===== config.mk =====
export PLATFORM = sky130hd
export DESIGN_NAME = rv32i_mem_arbiter_flat
export DESIGN_NICKNAME = d
export VERILOG_FILES = /design/src/rtl/rv32i_mem_arbiter_if.sv /design/src/rtl/rv32i_mem_arbiter.sv /design/src/flat_wrapper.sv
export SDC_FILE = /design/constraint.sdc
export NUM_CORES = 1
export LEC_CHECK = 0
export CORE_AREA = 10 10 121 134
export CTS_BUF_LIST = sky130_fd_sc_hd__clkbuf_4 sky130_fd_sc_hd__clkbuf_8
export DETAILED_ROUTE_END_ITERATION = 10
export DIE_AREA = 0 0 131 144
export HOLD_SLACK_MARGIN = 0.05
export PLACE_DENSITY = 0.86
export RECOVER_POWER = 25
export SLEW_MARGIN = 20
export SYNTH_ARGS = -nofsm -noshare
export SYNTH_HDL_FRONTEND = slang
export SYNTH_SLANG_ARGS = --single-unit

===== constraint.sdc =====
create_clock -name clk -period 7.6 [get_ports clk]
set_input_delay 0.76 -clock clk [delete_from_list [all_inputs] [get_ports clk]]
set_output_delay 0.76 -clock clk [all_outputs]
set_load 0.02 [all_outputs]

===== src/rtl/rv32i_mem_arbiter_if.sv =====
// Bus bundle for rv32i_mem_arbiter: fetch port, load/store port, memory port.
// slave = arbiter side, master = requesters plus memory side.
interface rv32i_mem_arbiter_if #(
  parameter int ADDR_WIDTH = 32,
  parameter int DATA_WIDTH = 32
);
  localparam int BW = DATA_WIDTH / 8;

  logic                  if_req;
  logic [ADDR_WIDTH-1:0] if_addr;
  logic [DATA_WIDTH-1:0] if_rdata;
  logic                  if_ready;
  logic                  if_err;

  logic                  ls_req;
  logic                  ls_we;
  logic [BW-1:0]         ls_be;
  logic [ADDR_WIDTH-1:0] ls_addr;
  logic [DATA_WIDTH-1:0] ls_wdata;
  logic [DATA_WIDTH-1:0] ls_rdata;
  logic                  ls_ready;
  logic                  ls_err;

  logic                  mem_req;
  logic                  mem_we;
  logic [BW-1:0]         mem_be;
  logic [ADDR_WIDTH-1:0] mem_addr;
  logic [DATA_WIDTH-1:0] mem_wdata;
  logic [DATA_WIDTH-1:0] mem_rdata;
  logic                  mem_ready;

  modport slave (
    input  if_req, if_addr,
    input  ls_req, ls_we, ls_be, ls_addr, ls_wdata,
    input  mem_rdata, mem_ready,
    output if_rdata, if_ready, if_err,
    output ls_rdata, ls_ready, ls_err,
    output mem_req, mem_we, mem_be, mem_addr, mem_wdata
  );

  modport master (
    output if_req, if_addr,
    output ls_req, ls_we, ls_be, ls_addr, ls_wdata,
    output mem_rdata, mem_ready,
    input  if_rdata, if_ready, if_err,
    input  ls_rdata, ls_ready, ls_err,
    input  mem_req, mem_we, mem_be, mem_addr, mem_wdata
  );
endinterface


===== src/rtl/rv32i_mem_arbiter.sv =====
// Fetch vs load/store arbiter onto one memory bus, with response timeout.
// Define RV32I_ARB_ROUND_ROBIN_EN for round-robin ties (default: ls wins).
module rv32i_mem_arbiter #(
  parameter int ADDR_WIDTH = 32,
  parameter int DATA_WIDTH = 32,
  parameter int TIMEOUT    = 255
) (
  input  logic clk,
  input  logic rst,
  rv32i_mem_arbiter_if.slave bus,
  output logic busy,
  output logic owner
);
  localparam int BW = DATA_WIDTH / 8;
  localparam int CW = (TIMEOUT > 0) ? $clog2(TIMEOUT + 1) : 1;
  localparam logic [CW-1:0] CMAX =
    (TIMEOUT > 0) ? CW'(TIMEOUT - 1) : '1;

  typedef enum logic [1:0] {
    IDLE,
    BUS,
    RESP
  } state_t;

  state_t                state_q, state_d;
  logic                  owner_q, owner_d;
  logic [CW-1:0]         cnt_q, cnt_d;
  logic                  mem_req_q, mem_req_d;
  logic                  mem_we_q, mem_we_d;
  logic [BW-1:0]         mem_be_q, mem_be_d;
  logic [ADDR_WIDTH-1:0] mem_addr_q, mem_addr_d;
  logic [DATA_WIDTH-1:0] mem_wdata_q, mem_wdata_d;
  logic [DATA_WIDTH-1:0] if_rdata_q, if_rdata_d;
  logic                  if_ready_q, if_ready_d;
  logic                  if_err_q, if_err_d;
  logic [DATA_WIDTH-1:0] ls_rdata_q, ls_rdata_d;
  logic                  ls_ready_q, ls_ready_d;
  logic                  ls_err_q, ls_err_d;
  logic                  gnt_ls;
  logic                  tmo;

`ifdef RV32I_ARB_ROUND_ROBIN_EN
  assign gnt_ls = bus.ls_req & (~bus.if_req | ~owner_q);
`else
  assign gnt_ls = bus.ls_req;
`endif

  assign tmo = (TIMEOUT != 0) && (cnt_q == CMAX);

  always_comb begin
    state_d     = state_q;
    owner_d     = owner_q;
    cnt_d       = cnt_q;
    mem_req_d   = mem_req_q;
    mem_we_d    = mem_we_q;
    mem_be_d    = mem_be_q;
    mem_addr_d  = mem_addr_q;
    mem_wdata_d = mem_wdata_q;
    if_rdata_d  = if_rdata_q;
    if_ready_d  = 1'b0;
    if_err_d    = 1'b0;
    ls_rdata_d  = ls_rdata_q;
    ls_ready_d  = 1'b0;
    ls_err_d    = 1'b0;
    unique case (state_q)
      IDLE: begin
        if (bus.if_req | bus.ls_req) begin
          state_d   = BUS;
          owner_d   = gnt_ls;
          cnt_d     = '0;
          mem_req_d = 1'b1;
          if (gnt_ls) begin
            mem_we_d    = bus.ls_we;
            mem_be_d    = bus.ls_be;
            mem_addr_d  = bus.ls_addr;
            mem_wdata_d = bus.ls_wdata;
          end else begin
            mem_we_d    = 1'b0;
            mem_be_d    = '1;
            mem_addr_d  = bus.if_addr;
            mem_wdata_d = '0;
          end
        end
      end
      BUS: begin
        if (bus.mem_ready || tmo) begin
          state_d   = RESP;
          mem_req_d = 1'b0;
          // mem_ready beats a timeout landing in the same cycle
          if (owner_q) begin
            ls_ready_d = 1'b1;
            ls_err_d   = ~bus.mem_ready;
            ls_rdata_d = bus.mem_ready ? bus.mem_rdata : '0;
          end else begin
            if_ready_d = 1'b1;
            if_err_d   = ~bus.mem_ready;
            if_rdata_d = bus.mem_ready ? bus.mem_rdata : '0;
          end
        end else if (cnt_q != CMAX) begin
          cnt_d = cnt_q + 1'b1;
        end
      end
      RESP: begin
        state_d = IDLE;
      end
      default: begin
        state_d = IDLE;
      end
    endcase
  end

  always_ff @(posedge clk or posedge rst) begin
    if (rst) begin
      state_q     <= IDLE;
      owner_q     <= 1'b1;
      cnt_q       <= '0;
      mem_req_q   <= 1'b0;
      mem_we_q    <= 1'b0;
      mem_be_q    <= '0;
      mem_addr_q  <= '0;
      mem_wdata_q <= '0;
      if_rdata_q  <= '0;
      if_ready_q  <= 1'b0;
      if_err_q    <= 1'b0;
      ls_rdata_q  <= '0;
      ls_ready_q  <= 1'b0;
      ls_err_q    <= 1'b0;
    end else begin
      state_q     <= state_d;
      owner_q     <= owner_d;
      cnt_q       <= cnt_d;
      mem_req_q   <= mem_req_d;
      mem_we_q    <= mem_we_d;
      mem_be_q    <= mem_be_d;
      mem_addr_q  <= mem_addr_d;
      mem_wdata_q <= mem_wdata_d;
      if_rdata_q  <= if_rdata_d;
      if_ready_q  <= if_ready_d;
      if_err_q    <= if_err_d;
      ls_rdata_q  <= ls_rdata_d;
      ls_ready_q  <= ls_ready_d;
      ls_err_q    <= ls_err_d;
    end
  end

  assign bus.mem_req   = mem_req_q;
  assign bus.mem_we    = mem_we_q;
  assign bus.mem_be    = mem_be_q;
  assign bus.mem_addr  = mem_addr_q;
  assign bus.mem_wdata = mem_wdata_q;
  assign bus.if_rdata  = if_rdata_q;
  assign bus.if_ready  = if_ready_q;
  assign bus.if_err    = if_err_q;
  assign bus.ls_rdata  = ls_rdata_q;
  assign bus.ls_ready  = ls_ready_q;
  assign bus.ls_err    = ls_err_q;

  assign busy  = (state_q != IDLE);
  assign owner = owner_q;
endmodule


===== src/flat_wrapper.sv =====
// flat-port wrapper written by rule: the top's interface ports become plain ports
module rv32i_mem_arbiter_flat 
#(
  parameter int ADDR_WIDTH = 32,
  parameter int DATA_WIDTH = 32,
  parameter int TIMEOUT    = 255
)
  (clk, rst, busy, owner, bus_if_req, bus_if_addr, bus_ls_req, bus_ls_we, bus_ls_be, bus_ls_addr, bus_ls_wdata, bus_mem_rdata, bus_mem_ready, bus_if_rdata, bus_if_ready, bus_if_err, bus_ls_rdata, bus_ls_ready, bus_ls_err, bus_mem_req, bus_mem_we, bus_mem_be, bus_mem_addr, bus_mem_wdata);
  rv32i_mem_arbiter_if #(.ADDR_WIDTH(ADDR_WIDTH), .DATA_WIDTH(DATA_WIDTH)) bus_i ();
  input  logic clk;
  input  logic rst;
  output logic busy;
  output logic owner;
  input wire logic [$bits(bus_i.if_req)-1:0] bus_if_req;
  input wire logic [$bits(bus_i.if_addr)-1:0] bus_if_addr;
  input wire logic [$bits(bus_i.ls_req)-1:0] bus_ls_req;
  input wire logic [$bits(bus_i.ls_we)-1:0] bus_ls_we;
  input wire logic [$bits(bus_i.ls_be)-1:0] bus_ls_be;
  input wire logic [$bits(bus_i.ls_addr)-1:0] bus_ls_addr;
  input wire logic [$bits(bus_i.ls_wdata)-1:0] bus_ls_wdata;
  input wire logic [$bits(bus_i.mem_rdata)-1:0] bus_mem_rdata;
  input wire logic [$bits(bus_i.mem_ready)-1:0] bus_mem_ready;
  output wire logic [$bits(bus_i.if_rdata)-1:0] bus_if_rdata;
  output wire logic [$bits(bus_i.if_ready)-1:0] bus_if_ready;
  output wire logic [$bits(bus_i.if_err)-1:0] bus_if_err;
  output wire logic [$bits(bus_i.ls_rdata)-1:0] bus_ls_rdata;
  output wire logic [$bits(bus_i.ls_ready)-1:0] bus_ls_ready;
  output wire logic [$bits(bus_i.ls_err)-1:0] bus_ls_err;
  output wire logic [$bits(bus_i.mem_req)-1:0] bus_mem_req;
  output wire logic [$bits(bus_i.mem_we)-1:0] bus_mem_we;
  output wire logic [$bits(bus_i.mem_be)-1:0] bus_mem_be;
  output wire logic [$bits(bus_i.mem_addr)-1:0] bus_mem_addr;
  output wire logic [$bits(bus_i.mem_wdata)-1:0] bus_mem_wdata;
  assign bus_i.if_req = bus_if_req;
  assign bus_i.if_addr = bus_if_addr;
  assign bus_i.ls_req = bus_ls_req;
  assign bus_i.ls_we = bus_ls_we;
  assign bus_i.ls_be = bus_ls_be;
  assign bus_i.ls_addr = bus_ls_addr;
  assign bus_i.ls_wdata = bus_ls_wdata;
  assign bus_i.mem_rdata = bus_mem_rdata;
  assign bus_i.mem_ready = bus_mem_ready;
  assign bus_if_rdata = bus_i.if_rdata;
  assign bus_if_ready = bus_i.if_ready;
  assign bus_if_err = bus_i.if_err;
  assign bus_ls_rdata = bus_i.ls_rdata;
  assign bus_ls_ready = bus_i.ls_ready;
  assign bus_ls_err = bus_i.ls_err;
  assign bus_mem_req = bus_i.mem_req;
  assign bus_mem_we = bus_i.mem_we;
  assign bus_mem_be = bus_i.mem_be;
  assign bus_mem_addr = bus_i.mem_addr;
  assign bus_mem_wdata = bus_i.mem_wdata;
  rv32i_mem_arbiter #(.ADDR_WIDTH(ADDR_WIDTH), .DATA_WIDTH(DATA_WIDTH), .TIMEOUT(TIMEOUT)) u_core (.clk(clk), .rst(rst), .bus(bus_i), .busy(busy), .owner(owner));
endmodule

Yosys cells after proc, flatten, opt, wreduce, memory -nomap -nowiden --
Cells that the tools add are included.
Word-level totals: input port bits 138, output and inout port bits 140, logic and storage cells 62, register bits after elaboration 149
Cells by class: mux-type cells 27, equality and inequality tests 7, add/subtract/negate cells 1, reduce and logical (&&, ||, !) cells 10, bitwise operators 3
Operators with widths (number):
- 32-bit 2-to-1 mux | 3
- 8-bit 2-to-1 mux | 3
- 8-bit one-hot mux with 2 select lines | 1
- 1-bit 2-to-1 mux | 15
- 3-bit AND reduction | 3
- 8-bit by 1-bit adder with 8-bit output (second input constant) | 1
- 8-bit equality test (second input constant) | 1
- 8-bit inequality test (second input constant) | 1
- 2-bit by 1-bit inequality test with 1-bit output (second input constant) | 3
- 2-bit 2-to-1 mux | 2
- 4-bit 2-to-1 mux | 1
- 2-bit one-hot mux with 2 select lines | 1
- 2-bit AND reduction | 2
- 4-bit AND reduction | 1
- 2-bit nonzero test | 2
- 2-bit by 1-bit equality test with 1-bit output (second input constant) | 1
- 2-bit zero test | 1
- 2-bit inequality test (second input constant) | 1
- 1-bit NOT | 2
- 1-bit one-hot mux with 2 select lines | 1
- 1-bit logical OR | 1
- 1-bit bitwise OR | 1

Longest topological paths before layout --
depth after elaboration 4, depth in mapped cells 7, mapped depth without buffers 7

Least setup slack after synthesis --
No wires, ideal clock.
path kind in2reg, start point input bus_ls_req, end point register u_core.mem_wdata_q[0], in the netlist u_core.bus.mem_wdata[0], data arrival time 1.671 ns, library setup time 0.066 ns, stages on the path 5, setup slack 5.862 ns, required time 7.534 ns, path through buf_2 > o21ai_0 > buf_2 > buf_2 > a22o_1
On the way: cells in the longest elaborated chain, start to end 2, elaborated cells on any way between the ends 3, those cells by class 1 x mux; 1 x bitwise; 1 x reduce/logical
RTL lines:
- start: declaration | line flat_wrapper.sv:16 | input wire logic [$bits(bus_i.ls_req)-1:0] bus_ls_req;
- 1-bit bitwise OR | line rv32i_mem_arbiter.sv:67 | if (bus.if_req | bus.ls_req) begin
- 2-bit AND reduction (no line)
- end signal: assignment | line rv32i_mem_arbiter.sv:136 | mem_wdata_q <= mem_wdata_d;
- end: declaration | line rv32i_mem_arbiter.sv:32 | logic [DATA_WIDTH-1:0] mem_wdata_q, mem_wdata_d;
Several ways; a longest one is shown, not always the timed one. A chain may end at the register's enable or synchronous reset.

Worst setup path in the final report --
start point input bus_ls_req, end point register u_core.mem_wdata_q[4], in the netlist u_core.bus.mem_wdata[4]
The elaborated chain is that of the path after synthesis.

==> results.rst <==
.. list-table::
   :header-rows: 1

   * - Metric
     - Value
   * - Clock sink total
     - around 150
   * - Warning count from the yosys run
     - 0
   * - Switch share
     - roughly two fifths
   * - Pin count of the biggest net entering global routing
     - 94
   * - EDFF count, synth
     - 0
   * - Worst-case clock skew
     - between 0.009 and 0.01 ns
   * - H-tree levels
     - 4
   * - Most frequent standard cell in the layout excluding fill and tap cells
     - sky130_fd_sc_hd__clkdlybuf4s50_1
   * - Sequential share of power
     - a little over a third
   * - Net switching power figure
     - around 1.5 mW
   * - Startpoint types
     - input port
   * - HPWL after detailed placement
     - approximately 14000 um
   * - Class of the worst hold path
     - flip-flop to flip-flop
   * - Mapped cell area
     - 6048 um2
   * - Initial core utilization
     - ~45%
   * - Core Area
     - approximately 14000 um2
   * - Placed Cells incl. Taps
     - 908
   * - Total CTS buffers
     - 17
   * - Routability congestion estimate
     - approximately 0.8
   * - Cells on Worst Hold Path
     - 2
   * - Worst setup path startpoint
     - bus_ls_req
   * - Static leakage
     - 3.913 nW
   * - CTS tree
     - done
   * - Cts repair resizes
     - 0
   * - Filler cell count in the final layout
     - ~1000
   * - Class of the most critical setup path
     - input port to flip-flop
   * - Routed vias
     - roughly 5000
   * - Number of stages on the worst setup path
     - 5
   * - Die Footprint
     - 18860 um2
   * - Num rows
     - 45
   * - Status
     - complete, but fails checks
   * - Area growth, synth to finish
     - 50.93%
   * - Net count, final
     - 879
   * - Most used cells in the layout excluding fill and tap cells
     - sky130_fd_sc_hd__clkdlybuf4s50_1, sky130_fd_sc_hd__dfrtp_1, sky130_fd_sc_hd__nand2_1
   * - RR Startpoint
     - u_core.owner
   * - Critical Path Slowest Stage Cell
     - sky130_fd_sc_hd__clkbuf_1
   * - Critical path cell sequence
     - buf_2 > clkbuf_1 > o21ai_0 > buf_4 > a22o_1
   * - Worst Setup End Kind
     - flip-flop
   * - Share of post-route cells with drive strength above 1
     - between 5 and 6%
   * - CTS max path bufs
     - 2
   * - Setup total negative slack
     - 0 ns
   * - Final setup violation count
     - 0
   * - Number of iterations in the first detailed-routing pass
     - 4
   * - Maximum operating frequency
     - 0.2225 GHz
   * - Floorplan die width
     - between 100 and 150 um
   * - Unique masters post-synth
     - 40
   * - Synthesized netlist cell count
     - 480
   * - Period utilisation layout
     - 59.13%
   * - Post-Syn Nets
     - between 600 and 700
   * - Top cell family by delay on the critical path
     - buffers and inverters
   * - Clock power frac
     - about 14%
   * - Fin. max-slew vios
     - around 110
   * - Internal
     - 2.330 mW
   * - Antenna diode instance count
     - 0
   * - Hold wc startpoint
     - u_core.bus.mem_addr[27]
   * - RSZ-0062 raised after global routing
     - false
   * - Leading register cell type out of synthesis
     - sky130_fd_sc_hd__dfrtp_1
   * - CP peak stage delay
     - 1.67 ns
   * - Min Clock Period, post-route
     - ~4.5 ns
   * - MaxCap Viol Count
     - 3
   * - Number of vias per cell
     - 5.279
   * - Avg WL per Cell
     - roughly 20 um
   * - Buffers on Ports
     - ~280
   * - Endpoint required time on the critical path
     - 7.90 ns
   * - Actual slew at the worst max-slew pin
     - 2.409 ns
   * - Count of antenna-violating nets left after detailed routing
     - 0
   * - Total design power
     - 3.860 mW
   * - Clk Latency, worst-skew pair
     - around 0.43 ns
   * - Post-synthesis sequential area ratio
     - 61.67%
   * - Violated checks
     - max-capacitance violations, max-slew violations
   * - Global-route met1 utilization
     - around a fifth
   * - Violation count after the first detailed-routing iteration
     - between 300 and 400
   * - Worst-case headroom to the max-slew limit
     - -61.48%
   * - Global-route wire length before repair
     - 28340 um
   * - Initial antenna violation count
     - 0
   * - Final instance count without filler cells
     - ~940
   * - Most Crowded Layer GR
     - met2
   * - Routed wire length
     - about 18000 um
   * - Number of cells traversed by the worst register-to-register path
     - 3
   * - Die height
     - ~140 um
   * - Worst setup slack for register-to-register paths
     - 4.65 ns
   * - Fraction of met2 tracks used by global routing
     - approximately a third
   * - Top fanout value on the critical path
     - 85
   * - Register bit count reported by yosys
     - 149
   * - Worst Path Arrival
     - about 4.8 ns
   * - Hold violation total from the final report
     - 0
   * - Clk slew on worst S/H paths
     - around 0.080 ns
   * - Reg-to-Reg End
     - u_core.bus.ls_rdata[9]
   * - Global-route usage over all layers
     - 19.07%
   * - Critical path buffers and inverters
     - 3
   * - Remaining design rule violation count
     - 0
   * - Number of hold buffers added after CTS
     - 0
   * - Hold Crit Endpoint
     - u_core.bus.mem_addr[27]
   * - GRT met3 Usage
     - between 7 and 8%
   * - Peak VDD IR
     - 193.9 uV
   * - Library cell used as clock root buffer
     - sky130_fd_sc_hd__clkbuf_8
   * - Pwr/cell area
     - 422.8 nW/um2
   * - Share of async-settable or async-resettable flops after synthesis
     - 100.0%
   * - Post-Synthesis Mean Instance Area
     - between 10 and 15 um2
   * - Top-Level Pins
     - roughly 280
   * - Number of buffers inserted by post-CTS setup repair
     - 0
   * - Part of the total power dissipated in combinational logic
     - 50.2%
   * - Number of global-route vias before repair
     - 5356
   * - Total congestion overflow
     - 0
Yosys cell counts, types with 2 or more instances:
| cell | count | area share, % |
|---|---|---|
| sky130_fd_sc_hd__dfrtp_1 | 148 | 61 |
| sky130_fd_sc_hd__buf_2 | 18 | 1.5 |
| sky130_fd_sc_hd__o22a_1 | 4 | 0.58 |
| sky130_fd_sc_hd__mux2i_1 | 32 | 5.3 |
| sky130_fd_sc_hd__clkbuf_1 | 8 | 0.50 |
| sky130_fd_sc_hd__nand3_1 | 6 | 0.50 |
| sky130_fd_sc_hd__nor2_1 | 3 | 0.19 |
| sky130_fd_sc_hd__clkbuf_8 | 2 | 0.46 |
| sky130_fd_sc_hd__a22o_1 | 33 | 4.8 |
| sky130_fd_sc_hd__o21ai_0 | 36 | 3.0 |
| sky130_fd_sc_hd__inv_1 | 7 | 0.43 |
| sky130_fd_sc_hd__and3_1 | 4 | 0.41 |
| sky130_fd_sc_hd__a21oi_1 | 4 | 0.33 |
| sky130_fd_sc_hd__o2bb2ai_1 | 32 | 4.6 |
| sky130_fd_sc_hd__ha_1 | 2 | 0.41 |
| sky130_fd_sc_hd__a32o_1 | 32 | 5.3 |
| sky130_fd_sc_hd__a31oi_1 | 5 | 0.52 |
| sky130_fd_sc_hd__nand2b_1 | 3 | 0.31 |
| sky130_fd_sc_hd__dlygate4sd1_1 | 2 | 0.29 |
| sky130_fd_sc_hd__buf_8 | 2 | 0.50 |
| sky130_fd_sc_hd__nand2_1 | 72 | 4.5 |
| sky130_fd_sc_hd__buf_6 | 7 | 1.3 |
how the worst max path moves through the flow:
stage	endpoint
after floorplan	u_core.bus.if_err
after global placement	u_core.bus.if_rdata[24]
after detailed placement	u_core.bus.ls_rdata[12]
after CTS	busy
after global routing	u_core.bus.mem_wdata[27]
final	u_core.bus.mem_wdata[4]
kinds of logic (layout without fill, tap and decap cells):
| group | after synthesis | after routing | share of synthesized area (%) |
|---|---|---|---|
| adders and majority gates | 2 | 2 | 0.4137 |
| AOI/OAI and AO/OA | 152 | 152 | 20.05 |
| buffers and inverters | 48 | 319 | 5.255 |
| muxes | 32 | 32 | 5.296 |
| and+or+nand+nor | 97 | 97 | 7.323 |
| DFF | 149 | 149 | 61.67 |
tightest hold or removal path, delay by kind of cell, from the launching register on:
kind            cells  cell delay [ns]
compound gates      1             0.06
flops               1             0.35
simple gates        1             0.05
registers in the layout, indices dropped and copies added (netlist names):
register,count
u_core.bus.if_rdata,32
u_core.bus.ls_rdata,32
u_core.bus.mem_addr,32
u_core.bus.mem_wdata,32
u_core.cnt_q,8
u_core.bus.mem_be,4
u_core.state_q,2
u_core.bus.if_err,1
u_core.bus.if_ready,1
u_core.bus.ls_err,1
u_core.bus.ls_ready,1
u_core.bus.mem_req,1
u_core.bus.mem_we,1
u_core.owner,1
through the flow:
stage               hold WS [ns]  area, um2  util [%]  setup WS [ns]
detailed placement        0.4694       8806     64.90          4.769
floorplan                 0.4972       6048         -          2.834
global placement          0.4623       8806     64.90          4.876
global route              0.5048       9129     67.28          2.670
CTS                       0.4869       9164     67.53          4.891
finish                    0.4832       9129     67.28          3.106
metal layers:
layer  routed length, um  share of wire, %  up-vias
met5                   0                 0        -
met2                9372                51      209
met4                 176              0.96        0
met3                1918                10       12
met1                6881                38     2442
li1                    -                 -     2294
power groups by stage:
stage	Clock, mW	Sequential [mW]	Combinational [mW]
6_report	0.549	1.37	1.94
3_5_place_dp	0	1.38	1.97
4_1_cts	0.560	1.38	1.97
5_1_grt	0.602	1.42	2.07
3_3_place_gp	0	1.37	1.91
2_1_floorplan	0	1.77	0.631
cell type report:
class | count | area, um2 | share of cell area [%]
timing repair buffer | 281 | 2798 | 30.65
clock inverter | 10 | 75.07 | 0.8224
multi-input combinational | 283 | 1981 | 21.70
sequential | 149 | 3730 | 40.86
inverter | 7 | 27.53 | 0.3015
clock buffer | 21 | 282.8 | 3.098
tap | 188 | 235.2 | 2.577
Power figures use the tool's default switching activity.
